## src/rtl/mfc_pkg.sv

```systemverilog
// rtl/mfc_pkg.sv - shared types, constants and reference compare for the comparator vector sequencer
//
// Contents:
//   OP_W        operand width of both comparators
//   mfc_state_t sequencer FSM states
//   mfc_res_t   packed comparator result {eq, ae, gt, d[3:0]}
//   CORNER_TAB  fixed {a, b} pairs used by the corner-vector build option
//   mfc_expect  golden comparator result for an operand pair

package mfc_pkg;

   localparam int OP_W = 16;

   typedef enum logic [2:0] {
      ST_IDLE,
      ST_LOAD,
      ST_SETTLE,
      ST_CHECK,
      ST_DONE
   } mfc_state_t;

   typedef struct packed {
      logic       eq;
      logic       ae;
      logic       gt;
      logic [3:0] d;
   } mfc_res_t;

   // Each entry is {a, b}; entry i is applied at the i-th LOAD of a run.
   localparam logic [0:3][2*OP_W-1:0] CORNER_TAB = '{
      32'h0000_0000,
      32'hFFFF_0000,
      32'h8000_7FFF,
      32'h53DB_D3DB
   };

   // Unsigned compare; d is the highest differing bit, 0 when the operands match.
   function automatic mfc_res_t mfc_expect(input logic [OP_W-1:0] op_a,
                                           input logic [OP_W-1:0] op_b);
      mfc_res_t        r;
      logic [OP_W-1:0] diff;
      diff = op_a ^ op_b;
      r.eq = (op_a == op_b);
      r.ae = (op_a >= op_b);
      r.gt = (op_a > op_b);
      r.d  = 4'd0;
      for (int i = 0; i < OP_W; i++) begin
         if (diff[i]) begin
            r.d = 4'(i);
         end
      end
      return r;
   endfunction

endpackage

```

## src/rtl/mfc_lfsr32.sv

```systemverilog
// rtl/mfc_lfsr32.sv - 32-bit Galois LFSR operand generator
//
// Parameters:
//   RST_VAL  value forced by reset (must be non-zero)
// Ports:
//   clk    in   clock, rising edge
//   rst_n  in   asynchronous active-low reset
//   load   in   load seed (has priority over step)
//   step   in   advance one step
//   seed   in   32  load value
//   value  out  32  current LFSR state

module mfc_lfsr32 #(
   parameter logic [31:0] RST_VAL = 32'hACE1_531E
) (
   input  logic        clk,
   input  logic        rst_n,
   input  logic        load,
   input  logic        step,
   input  logic [31:0] seed,
   output logic [31:0] value
);

   localparam logic [31:0] TAPS = 32'h8020_0003;

   // Right-shifting Galois form: the bit shifted out of bit 0 folds back
   // through TAPS. Bit 31 of TAPS is set, so the step is invertible and a
   // non-zero state can never fall to zero; a zero seed is replaced on load.
   always_ff @(posedge clk or negedge rst_n) begin
      if (!rst_n) begin
         value <= RST_VAL;
      end else if (load) begin
         value <= (seed == 32'd0) ? 32'd1 : seed;
      end else if (step) begin
         value <= {1'b0, value[31:1]} ^ (value[0] ? TAPS : 32'd0);
      end
   end

endmodule

```

## src/rtl/mfc_vec_seq.sv

```systemverilog
// rtl/mfc_vec_seq.sv - vector sequencer that drives and cross-checks two 16-bit magnitude comparators
//
// Build option: MFC_SEQ_CORNER_EN - first four vectors of each run come from CORNER_TAB.
// Parameters:
//   N_VEC     vectors per run (1..65535)
//   SEED      LFSR seed half; LFSR loads {SEED, ~SEED}
//   WAIT_CYC  comparator settle cycles per vector (1..15)
// Ports:
//   clk, rst_n          clock (rising edge), asynchronous active-low reset
//   start               run request, honoured in IDLE/DONE only
//   a, b                16-bit operands driven to both comparators
//   eq1, ae1, gt1, d1   comparator 1 result (equal, a>=b, a>b, top differing bit)
//   eq2, ae2, gt2, d2   comparator 2 result, same meanings
//   busy                run in progress (LOAD/SETTLE/CHECK)
//   done                run complete, held until next start
//   vec_cnt             vectors checked this run
//   err_cnt             failing vectors, saturating
//   err_flag            sticky: at least one failing vector this run

module mfc_vec_seq
   import mfc_pkg::*;
#(
   parameter int          N_VEC    = 256,
   parameter logic [15:0] SEED     = 16'hACE1,
   parameter int          WAIT_CYC = 2
) (
   input  logic            clk,
   input  logic            rst_n,
   input  logic            start,
   output logic [OP_W-1:0] a,
   output logic [OP_W-1:0] b,
   input  logic            eq1,
   input  logic            ae1,
   input  logic            gt1,
   input  logic [3:0]      d1,
   input  logic            eq2,
   input  logic            ae2,
   input  logic            gt2,
   input  logic [3:0]      d2,
   output logic            busy,
   output logic            done,
   output logic [15:0]     vec_cnt,
   output logic [15:0]     err_cnt,
   output logic            err_flag
);

   localparam logic [31:0] LFSR_SEED   = {SEED, ~SEED};
   localparam logic [15:0] N_VEC_W     = 16'(N_VEC);
   localparam logic [3:0]  SETTLE_LAST = 4'(WAIT_CYC - 1);

   mfc_state_t      state, state_d;
   logic [3:0]      settle_cnt;
   logic [31:0]     lfsr_q;
   logic            start_run;
   logic            check_en;
   logic            use_corner;
   logic            lfsr_step;
   logic [OP_W-1:0] op_a, op_b;
   logic [15:0]     vec_cnt_inc;
   mfc_res_t        exp_res, got1, got2;
   logic            vec_fail;

   // The LFSR is reloaded on every start so each run replays the same sequence.
   mfc_lfsr32 #(
      .RST_VAL (LFSR_SEED)
   ) u_lfsr (
      .clk   (clk),
      .rst_n (rst_n),
      .load  (start_run),
      .step  (lfsr_step),
      .seed  (LFSR_SEED),
      .value (lfsr_q)
   );

   // ---------------------------------------------------------------- FSM
   always_ff @(posedge clk or negedge rst_n) begin
      if (!rst_n) begin
         state <= ST_IDLE;
      end else begin
         state <= state_d;
      end
   end

   assign vec_cnt_inc = vec_cnt + 16'd1;

   always_comb begin
      state_d   = state;
      busy      = 1'b0;
      done      = 1'b0;
      start_run = 1'b0;
      check_en  = 1'b0;
      case (state)
         ST_IDLE, ST_DONE: begin
            done = (state == ST_DONE);
            if (start) begin
               start_run = 1'b1;
               state_d   = ST_LOAD;
            end
         end
         ST_LOAD: begin
            busy    = 1'b1;
            state_d = ST_SETTLE;
         end
         ST_SETTLE: begin
            busy = 1'b1;
            if (settle_cnt == SETTLE_LAST) begin
               state_d = ST_CHECK;
            end
         end
         ST_CHECK: begin
            busy     = 1'b1;
            check_en = 1'b1;
            state_d  = (vec_cnt_inc == N_VEC_W) ? ST_DONE : ST_LOAD;
         end
         default: state_d = ST_IDLE;
      endcase
   end

   // ---------------------------------------------------------- operands
`ifdef MFC_SEQ_CORNER_EN
   assign use_corner = (vec_cnt < 16'd4);
`else
   assign use_corner = 1'b0;
`endif

   // Corner vectors do not consume LFSR states.
   assign lfsr_step = (state == ST_LOAD) && !use_corner;

   always_comb begin
      op_a = lfsr_q[31:16];
      // Every fourth vector is an equal pair so the eq path gets exercised.
      op_b = (vec_cnt[1:0] == 2'b11) ? lfsr_q[31:16] : lfsr_q[15:0];
`ifdef MFC_SEQ_CORNER_EN
      if (use_corner) begin
         op_a = CORNER_TAB[vec_cnt[1:0]][2*OP_W-1:OP_W];
         op_b = CORNER_TAB[vec_cnt[1:0]][OP_W-1:0];
      end
`endif
   end

   // ---------------------------------------------------------- checking
   always_comb begin
      exp_res  = mfc_expect(a, b);
      got1.eq  = eq1;
      got1.ae  = ae1;
      got1.gt  = gt1;
      got1.d   = d1;
      got2.eq  = eq2;
      got2.ae  = ae2;
      got2.gt  = gt2;
      got2.d   = d2;
      vec_fail = (got1 != exp_res) || (got2 != exp_res);
   end

   // ---------------------------------------------------------- datapath
   always_ff @(posedge clk or negedge rst_n) begin
      if (!rst_n) begin
         a          <= '0;
         b          <= '0;
         settle_cnt <= 4'd0;
         vec_cnt    <= 16'd0;
         err_cnt    <= 16'd0;
         err_flag   <= 1'b0;
      end else begin
         // a/b are left alone on start so DONE keeps showing the last vector
         // until the first LOAD of the next run.
         if (start_run) begin
            vec_cnt  <= 16'd0;
            err_cnt  <= 16'd0;
            err_flag <= 1'b0;
         end
         if (state == ST_LOAD) begin
            a          <= op_a;
            b          <= op_b;
            settle_cnt <= 4'd0;
         end
         if (state == ST_SETTLE) begin
            settle_cnt <= settle_cnt + 4'd1;
         end
         if (check_en) begin
            vec_cnt <= vec_cnt_inc;
            if (vec_fail) begin
               err_flag <= 1'b1;
               if (err_cnt != 16'hFFFF) begin
                  err_cnt <= err_cnt + 16'd1;
               end
            end
         end
      end
   end

endmodule

```

## config.mk

```make
export PLATFORM = sky130hd
export DESIGN_NAME = mfc_vec_seq
export DESIGN_NICKNAME = d
export VERILOG_FILES = /design/src/rtl/mfc_pkg.sv /design/src/rtl/mfc_lfsr32.sv /design/src/rtl/mfc_vec_seq.sv
export SDC_FILE = /design/constraint.sdc
export NUM_CORES = 1
export LEC_CHECK = 0
export ABC_AREA = 1
export BUFFER_PORTS_ARGS = -buffer_cell sky130_fd_sc_hd__buf_2
export CORE_AREA = 10 10 184 143
export CTS_CLUSTER_SIZE = 12
export DETAILED_ROUTE_END_ITERATION = 10
export DIE_AREA = 0 0 194 153
export SLEW_MARGIN = 20
export SYNTH_ARGS = -nofsm -noshare
export SYNTH_HDL_FRONTEND = slang
export SYNTH_SLANG_ARGS = --single-unit
```

## constraint.sdc

```tcl
create_clock -name clk -period 2.9 [get_ports clk]
set_clock_uncertainty 0.05 [all_clocks]
set_input_delay 0.87 -clock clk [delete_from_list [all_inputs] [get_ports clk]]
set_output_delay 0.87 -clock clk [all_outputs]
set_load 0.005 [all_outputs]
```

==> results_dict.tcl, run 1 <==
set metrics [dict create \
    postSynthCellCount 700 \
    core_region_area_sq_um 22700 \
    total_clock_buffers_created_by_cts 9 \
    dp_cells 1072 \
    layout-area-overhead-vs-synth_pct 20.5 \
    drv_cap 0 \
    place_hpwl_microns 11500 \
    slew_viol_final 0 \
    design.die.area_sq_um 29700 \
    start_util 0.247 \
    clk_transition_reported_paths_ns 0.08 \
    die_h_microns 153 \
    power_per_cell_area_nw_per_um2 1110 \
    synth-seq-cells 104 \
    die-width_microns 194 \
    grt_pass1_wl_microns 26200 \
    critical_path.most_common_cell "nand2_1" \
    relSlewSlack 0.629 \
    fmaxAchievable_ghz 0.390 \
    detail_route.first_pass.iterations 5 \
    ys_seq_area_frac 0.468 \
    gp_routability_congestion 0.825 \
    grt_pass1_vias 4865 \
    cts_max_level 3 \
    r2r_setup_slack_ns 0.34 \
    tightestPinTransition_ns 0.556 \
    yosys_warnings 0 \
    fin_crit_sh 0.883 \
    worst_hold_path_type "flip-flop to flip-flop" \
    critical_path_peak_fanout 16 \
    crit_path_max_incr_delay_ns 0.41 \
    vias_per_cell 4.48 \
    cts_tree "built" \
    maximum_number_of_pins_on_one_net_before_global_route_repair 56 \
    synth.avg_cell_area_sq_um 8.00 \
    setup_viol_count_final 0 \
    globalRouteTotalUtil 0.107 \
    timing.critical_path.slowest_stage_cell "dfrtp_1" \
    cp_data_required_time_ns 3.12 \
    vdd_ir_drop_max_v 0.000354 \
    layoutNonFillerInstCount 1089 \
    antenna_cells_inserted 0 \
    sinks_on_the_clock_net 104 \
    drive_above_1_share 0.186 \
    path_class "flip-flop to flip-flop" \
    p_leak_nw 3.26 \
    route.final.wire_length_microns 15500 \
    synthesis.nets 737 \
    clock-root-buffer "clkbuf_16" \
    seq_area_sq_um 2620 \
    period_needed_ns 2.56 \
    nets 821 \
    run_status "finished clean" \
    multi_input_comb_area_sq_um 2460 \
    cts.path.max_buffers 2 \
    number_of_antenna_violations_at_the_first_check_in_global_routing 0 \
    synth.distinct_cells 37 \
    report.final.hold_viol_count 0 \
    post_drt_wl_per_cell_microns 14.3 \
    antenna_left 0 \
    crit_path_end_kind "flip-flop" \
    timing.critical_path.arrival_ns 2.78 \
    post_synth_instance_area_sq_um 5600 \
    route.detailed.drc 0 \
    placement_rows 48 \
    insertion_delay_ns 0.35 \
    num-fill-cells 2429 \
    crit_path_start_kind "flip-flop" \
    floorplan.io_pins 84 \
    globalRouteOverflowTotal 0 \
    portBuffers 83 \
    report.power.total_mw 7.53 \
    rsz0062_at_grt "yes" \
    cp_cell_sequence "ha_1 -> nand2_1 -> inv_1 -> nand2_1 -> nand2_1 -> nand2_1 -> nand2_1 -> nand2_2 -> nand2_1 -> nand2_1 -> nand2_1 -> nand2_1 -> nor2_1 -> nand3_1 -> a21oi_2 -> nand2_4 -> nand2_8 -> nand2_1 -> o21ai_1" \
    total_via_count_in_the_routed_design 4876 \
    detailedRoute.firstIterationViolations 305 \
]
==> critical path, delay by kind of cell, from the launching register on <==
kind | cells | cell delay (ns)
adder cells (fa/ha/maj) | 1 | 0.34
AO/OA/AOI/OAI | 2 | 0.23
flip-flops | 1 | 0.41
AND/OR/NAND/NOR | 15 | 1.37
buffers and inverters | 1 | 0.07
==> registers in the layout (all words and copies together) (netlist names) <==
name          flops
u_lfsr.value     32
vec_cnt          16
a                16
settle_cnt        4
state             3
b                16
err_flag          1
err_cnt          16
==> placed cells by master (no fill, tap or decap), types with 3 or more instances in the layout <==
master     Yosys  layout
ha_1          20      20
nand2_1      148     148
a21oi_1       18      18
dfrtp_1       88      88
xor2_1        16      16
nor4_1         5       5
o21ai_1        9       9
o22ai_1       26      26
clkbuf_16      0       9
o211ai_1      17      17
nor2_4         2       3
nand3_1       34      33
nand4_1       17      17
inv_2          3       3
a22oi_1        8       8
nor2_1        42      42
buf_4          0      15
o21ai_0       60      60
dfstp_2       16      16
nor3_1         9       8
clkinv_1       4       4
inv_1        113     113
buf_2          5      82
==> synthesized netlist by cell type <==
library cell,count,area [sq um]
nand2_1,148,556
inv_1,113,424
dfrtp_1,88,2200
o21ai_0,60,300
nor2_1,42,158
nand3_1,34,170
o22ai_1,26,163
ha_1,20,250
a21oi_1,18,90.1
nand4_1,17,106
o211ai_1,17,128
dfstp_2,16,420
xor2_1,16,140
clkbuf_1,15,56.3
nor3_1,9,45.0
o21ai_1,9,45.0
a22oi_1,8,60.1
buf_2,5,25.0
nor4_1,5,31.3
buf_1,4,15.0
clkinv_1,4,15.0
inv_2,3,11.3
nand2_2,3,18.8
nand3b_1,2,15.0
nor2_2,2,12.5
nor2_4,2,22.5
o21a_1,2,15.0
o31ai_1,2,15.0
xnor2_1,2,17.5
a21oi_2,1,8.76
a32oi_1,1,8.76
and3_1,1,6.26
buf_6,1,11.3
nand2_4,1,11.3
nand3_2,1,10.0
nor4_2,1,12.5
or2_2,1,6.26
==> per-layer routing <==
| metal | vias up | track usage | share of wire | wire [microns] |
|---|---|---|---|---|
| met5 | - | 0 | 0 | 0 |
| met4 | 0 | 0.0329 | 0.012 | 182 |
| met3 | 10 | 0.0317 | 0.059 | 918 |
| met2 | 104 | 0.151 | 0.41 | 6310 |
| met1 | 2293 | 0.151 | 0.52 | 8130 |
| li1 | 2469 | - | - | - |
==> cell families after synthesis <==
group	count (synthesis)	synth area share
fa+ha+maj	20	0.0447
flops	104	0.468
buf+inv	145	0.0996
compound gates	144	0.149
xor+xnor	18	0.0281
simple gates	269	0.211
==> layout make-up <==
cell class,instances,area share
clock inverter,7,0.0113
multi-input combinational,451,0.364
timing repair buffer,98,0.0804
inverter,120,0.0667
sequential,104,0.388
tap,300,0.0556
clock buffer,9,0.0334
==> power by group <==
part	switching, mW	total (mW)	internal (mW)
clock network	0.582	1.26	0.680
logic	2.32	3.64	1.32
registers	0.473	2.62	2.15
==> metrics by stage <==
stage	cell area [sq um]	util	hold WS, ns	setup TNS (ns)	setup slack (ns)
2_1_floorplan	5600	-	0.411	0	0.659
3_3_place_gp	6410	0.282	0.431	0	0.136
3_5_place_dp	6410	0.282	0.422	0	0.0651
4_1_cts	6710	0.296	0.441	0	0.0308
5_1_grt	6750	0.297	0.485	-0.0592	-0.0272
6_report	6750	0.297	0.437	0	0.339
==> timing repair <==
item / 4_1_cts / 5_1_grt
hold buffers: 0 / 0
resized for setup: 0 / 5
endpoints found under the setup margin: 0 / 17
buffers inserted: 0 / 1
==> worst paths after layout <==
check | start | endpoint | cells past startpoint
worst max-delay path | a[3]$_DFFE_PN0P_ | err_cnt[10]$_DFF_PN0_ | 19
worst min-delay path | err_flag$_DFF_PN0_ | err_flag$_DFF_PN0_ | 2
worst max register to register | a[3]$_DFFE_PN0P_ | err_cnt[10]$_DFF_PN0_ | 19
worst min register to register | err_flag$_DFF_PN0_ | err_flag$_DFF_PN0_ | 2
max in group asynchronous | rst_n | u_lfsr.value[29]$_DFFE_PN1P_ | 2
min in group asynchronous | rst_n | a[4]$_DFFE_PN0P_ | 1
No activity file was read; power rests on OpenSTA's default activity.
==> run 2, diff against run 1 <==
CORE_AREA = 10 10 193 150   (was 10 10 184 143)
DIE_AREA = 0 0 203 160   (was 0 0 194 153)
SYNTH_HIERARCHICAL = 1   (was unset)
==> run 2 against run 1 <==
Register-to-register slack got worse by 0.08 ns. Cell count rose by 21%. Critical endpoint is now err_cnt[15]$_DFF_PN0_. Sequential share of layout area fell by 4.0 points. Core utilization hardly changed. Area after synthesis up 11%. Largest power group unchanged.
==> results_dict.tcl, run 2 <==
set metrics [dict create \
    run_status "finished clean" \
    place_hpwl_microns 12600 \
    ys_seq_area_frac 0.423 \
    rsz0062_at_grt "no" \
    vdd_ir_drop_max_v 0.000406 \
    start_util 0.245 \
    die-width_microns 203 \
    grt_pass1_wl_microns 28400 \
    nets 1006 \
    seq_area_sq_um 2620 \
    synth.distinct_cells 45 \
    detail_route.first_pass.iterations 5 \
    totalNegativeSetupSlack_ns 0 \
    fmaxAchievable_ghz 0.378 \
    antenna_left 0 \
    clock-root-buffer "clkbuf_16" \
    postLayoutSetupSlackWorst_ns 0.254 \
    crit_path_end_kind "flip-flop" \
    globalRouteOverflowTotal 0 \
    worstReg2RegEnd "err_cnt[15]$_DFF_PN0_" \
    postSynthCellCount 829 \
    ctsResizeCount 0 \
    period_needed_ns 2.65 \
    tightestPinTransition_ns 0.665 \
    die_h_microns 160 \
    setup_viol_count_final 0 \
    cp_data_required_time_ns 3.13 \
    portBuffers 83 \
    num-fill-cells 2714 \
    r2r_setup_slack_ns 0.25 \
    drive_above_1_share 0.165 \
    floorplan.io_pins 84 \
    core_region_area_sq_um 25300 \
    route.detailed.drc 0 \
    route.final.wire_length_microns 17200 \
    cts_tree "built" \
    rr_startpoint "b[15]$_DFFE_PN0P_" \
    drv_cap 0 \
    synth.top_cells.by_area "dfrtp_1, nand2_1, dfstp_2" \
    post-synth-top-area-cell "dfrtp_1" \
    synth_async_sr_flop_share 1.00 \
    largest_register_ff_count 32 \
    relSlewSlack 0.554 \
    maximum_number_of_pins_on_one_net_before_global_route_repair 47 \
    path_class "flip-flop to flip-flop" \
    most_common_cell_after_layout_fill_and_taps_aside "nand2_1" \
    power_per_cell_area_nw_per_um2 1110 \
    synth.most_common_cell "nand2_1" \
    registers.top_by_ff_count "u_lfsr/value" \
    detailedRoute.firstIterationViolations 404 \
    grt_pass1_vias 5285 \
    layout.cells.most_common_list "nand2_1, nor2_1, inv_1" \
    p_leak_nw 3.63 \
    clk_transition_reported_paths_ns 0.07 \
    antenna_cells_inserted 0 \
    critical_path_peak_fanout 14 \
    gp_routability_congestion 0.788 \
    synth.top_cell.area_share 0.355 \
    post_drt_wl_per_cell_microns 13.1 \
    sinks_on_the_clock_net 104 \
    worst_hold_path_type "input port to async pin" \
    yosys-top-cells-count "nand2_1, nor2_1, inv_1" \
    total_via_count_in_the_routed_design 5670 \
    number_of_antenna_violations_at_the_first_check_in_global_routing 0 \
    fin_crit_sh 0.912 \
    insertion_delay_ns 0.36 \
    cts-hold-fix-buffers 0 \
    cts_max_level 3 \
    cts_setup_buffers 0 \
    timing.critical_path.arrival_ns 2.88 \
    top_flip_flop_cell_by_instance_count_after_synthesis "dfrtp_1" \
    placement_rows 51 \
    synth-seq-cells 104 \
    reg2regPathDepth 18 \
    fin_util 0.297 \
    dp_worst_setup_slack_ns 0.281 \
    multi_input_comb_area_sq_um 3270 \
    synth_edf_count 0 \
    vias_per_cell 4.30 \
    synth.avg_cell_area_sq_um 7.47 \
    report.power.total_mw 8.34 \
    yosys_warnings 6 \
    report.final.hold_viol_count 0 \
    layout-area-overhead-vs-synth_pct 21.5 \
    design.die.area_sq_um 32500 \
    cts.path.max_buffers 2 \
    crit_path_start_kind "flip-flop" \
    globalRouteTotalUtil 0.105 \
    post_synth_instance_area_sq_um 6200 \
    total_clock_buffers_created_by_cts 9 \
    slew_viol_final 0 \
]
run 2: cell count changes in the layout (fill, tap and decap cells not counted), moves of 4 or more:
cell,previous run,this run
nand2_1,148,190
a21oi_1,18,46
o22ai_1,26,9
nor2_1,42,107
o21ai_0,60,79
conb_1,0,64
nand3_1,33,26
inv_1,113,96
nand2_2,2,10
nor4_1,5,1
a22oi_1,8,2
run 2: cell families (layout without fill, tap and decap cells):
| family | count (synthesis) | count (layout) | share of synthesized area |
|---|---|---|---|
| simple gates | 382 | 382 | 0.269 |
| compound gates | 170 | 170 | 0.151 |
| buf+inv | 133 | 216 | 0.0891 |
| flops | 104 | 104 | 0.423 |
| fa+ha+maj | 20 | 20 | 0.0404 |
| xor+xnor | 18 | 18 | 0.0254 |
| other cells | 2 | 64 | 0.00121 |
run 2: worst max path at each step:
| stage | start | depth (start not counted) | slack (ns) | to |
|---|---|---|---|---|
| floorplan | start | 10 | 0.43 | u_lfsr/value[11]$_DFFE_PN0P_ |
| global placement | b[15]$_DFFE_PN0P_ | 18 | 0.33 | err_cnt[6]$_DFF_PN0_ |
| detailed placement | b[15]$_DFFE_PN0P_ | 17 | 0.28 | err_cnt[10]$_DFF_PN0_ |
| CTS | b[15]$_DFFE_PN0P_ | 17 | 0.26 | err_cnt[10]$_DFF_PN0_ |
| global route | b[15]$_DFFE_PN0P_ | 18 | 0.01 | err_cnt[10]$_DFF_PN0_ |
| finish | b[15]$_DFFE_PN0P_ | 18 | 0.25 | err_cnt[15]$_DFF_PN0_ |
run 2: critical path, cell delays in order (launching register included):
cell     delay [ns]
dfrtp_1        0.40
inv_1          0.06
ha_1           0.35
nand2_2        0.12
nor2_4         0.14
inv_4          0.07
nor2_8         0.12
nand3_2        0.07
nand2_1        0.06
nand3_1        0.06
nor2_1         0.10
nand3_1        0.09
nor2_2         0.12
nand3_2        0.09
a21oi_4        0.17
nand2_4        0.15
nand2_4        0.20
nand2_1        0.07
o21ai_1        0.07
run 2: routing by layer:
layer | part of all wire | track usage | up-vias
met2 | 0.45 | 0.159 | 74
met3 | 0.029 | 0.0158 | 13
met5 | 0 | 0 | -
li1 | - | - | 2912
met4 | 0.013 | 0.0338 | 0
met1 | 0.51 | 0.149 | 2671
run 2: per-stage QoR:
| step | hold slack, ns | instances | instance area, sq um |
|---|---|---|---|
| global route | 0.390 | 1318 | 7530 |
| floorplan | 0.409 | 891 | 6430 |
| detailed placement | 0.424 | 1302 | 7240 |
| CTS | 0.371 | 1318 | 7530 |
| finish | 0.376 | 1318 | 7530 |
| global placement | 0.423 | 1302 | 7240 |
run 2: final cells by class:
class                      instances  share of cell area
clock inverter                     2             0.00166
inverter                         104              0.0522
tap                              344              0.0572
timing repair buffer              96              0.0701
sequential                       104               0.348
multi-input combinational        654               0.434
clock buffer                      14              0.0364
run 2: where the power goes:
part           switching [mW]  internal (mW)
Combinational            2.75           1.53
Clock                   0.559          0.654
Sequential              0.606           2.24
Total                    3.92           4.43
==> run 3, diff against run 2 <==
BUFFER_PORTS_ARGS = unset   (was -buffer_cell sky130_fd_sc_hd__buf_2)
DONT_BUFFER_PORTS = 1   (was unset)
PLACE_DENSITY = 0.48   (was unset)
==> run 3 against run 2 <==
Routed wire length grew 5.8%. Sequential power rose by 6%. Via count down 6.1%. Global-route usage is 0.76 points higher. Non-clock buffer count is 83 lower. Sequential cell count stayed put. Clock power about the same. First-iteration DRC count is 6.9% lower. Die area did not move. Critical endpoint is now err_cnt[9]$_DFF_PN0_. Largest power group unchanged.
==> results_dict.tcl, run 3 (synthesis results as in run 2) <==
set metrics [dict create \
    largest_register_ff_count 32 \
    number_of_antenna_violations_at_the_first_check_in_global_routing 0 \
    finalHoldWorstSlack_ns 0.156 \
    start_util 0.245 \
    cts.path.max_buffers 2 \
    clk_transition_reported_paths_ns 0.08 \
    cts_max_level 3 \
    num-fill-cells 2750 \
    timing.critical_path.arrival_ns 2.89 \
    crit_path_start_kind "flip-flop" \
    layout-area-overhead-vs-synth_pct 15.0 \
    vias_per_cell 4.31 \
    fin_crit_sh 0.930 \
    fin_util 0.281 \
    cp_data_required_time_ns 3.10 \
    detail_route.first_pass.iterations 4 \
    place_hpwl_microns 13200 \
    multi_input_comb_area_sq_um 3290 \
    die_h_microns 160 \
    die-width_microns 203 \
    period_needed_ns 2.70 \
    antenna_cells_inserted 0 \
    cp_cell_sequence "inv_1 -> ha_1 -> nand2_2 -> nor2_4 -> inv_4 -> nor2_8 -> nand3_2 -> nand2_1 -> nand3_1 -> nor2_1 -> nand3_1 -> nor2_2 -> nand3_2 -> a21oi_4 -> buf_12 -> nand2_2 -> nand4_1 -> nand2_1" \
    most_common_cell_after_layout_fill_and_taps_aside "nand2_1" \
    grt_pass1_wl_microns 29600 \
    placement_rows 51 \
    run_status "finished clean" \
    globalRouteTotalUtil 0.113 \
    post_drt_wl_per_cell_microns 14.7 \
    detailedRoute.firstIterationViolations 376 \
    r2r_setup_slack_ns 0.20 \
    fmaxAchievable_ghz 0.371 \
    layout.cells.most_common_list "nand2_1, nor2_1, inv_1" \
    vdd_ir_drop_max_v 0.000420 \
    rr_startpoint "b[13]$_DFFE_PN0P_" \
    p_leak_nw 3.23 \
    antenna_left 0 \
    grt_pass1_vias 5007 \
    maximum_number_of_pins_on_one_net_before_global_route_repair 105 \
    gp_routability_congestion 0.784 \
    path_class "flip-flop to flip-flop" \
    reg2regPathDepth 18 \
    total_via_count_in_the_routed_design 5322 \
    worst_hold_path_type "input port to async pin" \
    worstReg2RegEnd "err_cnt[9]$_DFF_PN0_" \
    timing.critical_path.slowest_stage_cell "dfrtp_1" \
    worstPathBufferInverterCount 3 \
    clock-root-buffer "clkbuf_16" \
    cts_tree "built" \
    crit_path_end_kind "flip-flop" \
    total_clock_buffers_created_by_cts 9 \
    floorplan.io_pins 84 \
    drive_above_1_share 0.0920 \
    nets 924 \
    path_depth 18 \
    drv_cap 0 \
    crit_end "err_cnt[9]$_DFF_PN0_" \
    portBuffers 0 \
    sinks_on_the_clock_net 104 \
    cts-hold-fix-buffers 0 \
    insertion_delay_ns 0.36 \
    rsz0062_at_grt "no" \
    globalRouteOverflowTotal 0 \
    slew_viol_final 0 \
    design.die.area_sq_um 32500 \
    registers.top_by_ff_count "u_lfsr/value" \
    worst_path_dominant_cell_family "simple AND/OR/NAND/NOR gates" \
    seq_area_sq_um 2620 \
    totalNegativeSetupSlack_ns 0 \
    crit_path_start "b[13]$_DFFE_PN0P_" \
    route.detailed.drc 0 \
    route.final.wire_length_microns 18200 \
    critical_path_peak_fanout 6 \
    crit_path_max_incr_delay_ns 0.44 \
    report.final.hold_viol_count 0 \
    core_region_area_sq_um 25300 \
    setup_viol_count_final 0 \
    power_per_cell_area_nw_per_um2 1130 \
]
[run 3: cell count changes in the layout (fill, tap and decap cells not counted), moves of 2 or more]
| cell | before | now |
|---|---|---|
| nor2_1 | 107 | 105 |
| nand2_2 | 10 | 13 |
| nor2_2 | 2 | 4 |
| nand2_1 | 190 | 188 |
| buf_2 | 82 | 0 |
| clkinvlp_4 | 1 | 3 |
| buf_4 | 13 | 11 |
| clkbuf_8 | 3 | 0 |
[run 3: per-layer routing]
metal | routed length [microns] | up-vias | global-route usage
met3 | 1020 | 11 | 0.0273
met4 | 178 | 0 | 0.0271
li1 | - | 2749 | -
met5 | 0 | - | 0
met2 | 8110 | 104 | 0.170
met1 | 8890 | 2458 | 0.158
[run 3: worst register-to-register path, stage by stage, from the launching register on]
cell     delay [ns]
dfrtp_1        0.44
inv_1          0.10
ha_1           0.34
nand2_2        0.11
nor2_4         0.15
inv_4          0.07
nor2_8         0.12
nand3_2        0.08
nand2_1        0.07
nand3_1        0.06
nor2_1         0.09
nand3_1        0.10
nor2_2         0.11
nand3_2        0.09
a21oi_4        0.20
buf_12         0.14
nand2_2        0.11
nand4_1        0.11
nand2_1        0.05
[run 3: cell type report]
type,instances,share of cell area
Multi-Input combinational cell,655,0.462
Sequential cell,104,0.368
Tap cell,344,0.0604
Inverter,104,0.0551
Clock buffer,11,0.0327
Timing Repair Buffer,13,0.0172
Clock inverter,4,0.00439
[run 3: worst min-delay path by stage]
| stage | startpoint | end | slack (ns) | cells after the start |
|---|---|---|---|---|
| 2_1_floorplan | settle_cnt[3]$_DFFE_PN0N_ | settle_cnt[3]$_DFFE_PN0N_ | 0.41 | 1 |
| 3_3_place_gp | settle_cnt[3]$_DFFE_PN0N_ | settle_cnt[3]$_DFFE_PN0N_ | 0.43 | 1 |
| 3_5_place_dp | settle_cnt[3]$_DFFE_PN0N_ | settle_cnt[3]$_DFFE_PN0N_ | 0.44 | 1 |
| 4_1_cts | rst_n | vec_cnt[15]$_DFFE_PN0P_ | 0.14 | 0 |
| 5_1_grt | rst_n | vec_cnt[13]$_DFFE_PN0P_ | 0.14 | 0 |
| 6_report | rst_n | vec_cnt[13]$_DFFE_PN0P_ | 0.16 | 0 |
[run 3: repair_timing]
item | 4_1_cts | 5_1_grt
gates resized for setup | 0 | 5
setup buffers | 0 | 1
setup endpoints to repair | 0 | 16
[run 3: through the flow]
stage                     power [mW]  cells  cell area (sq um)  setup WS [ns]
after floorplan                 5.71    891               6430          0.433
after global placement          6.93   1218               6820          0.184
after detailed placement        6.93   1218               6820          0.195
after CTS                       8.15   1233               7080          0.148
after global routing            8.90   1235               7120        0.00290
final                           8.06   1235               7120          0.203
[run 3: where the power goes]
part	internal, mW	leakage (nW)	switching [mW]	total, mW
logic	1.30	1.84	2.55	3.85
registers	2.24	1.28	0.784	3.02
clock network	0.584	0.118	0.600	1.18
total	4.13	3.23	3.93	8.06
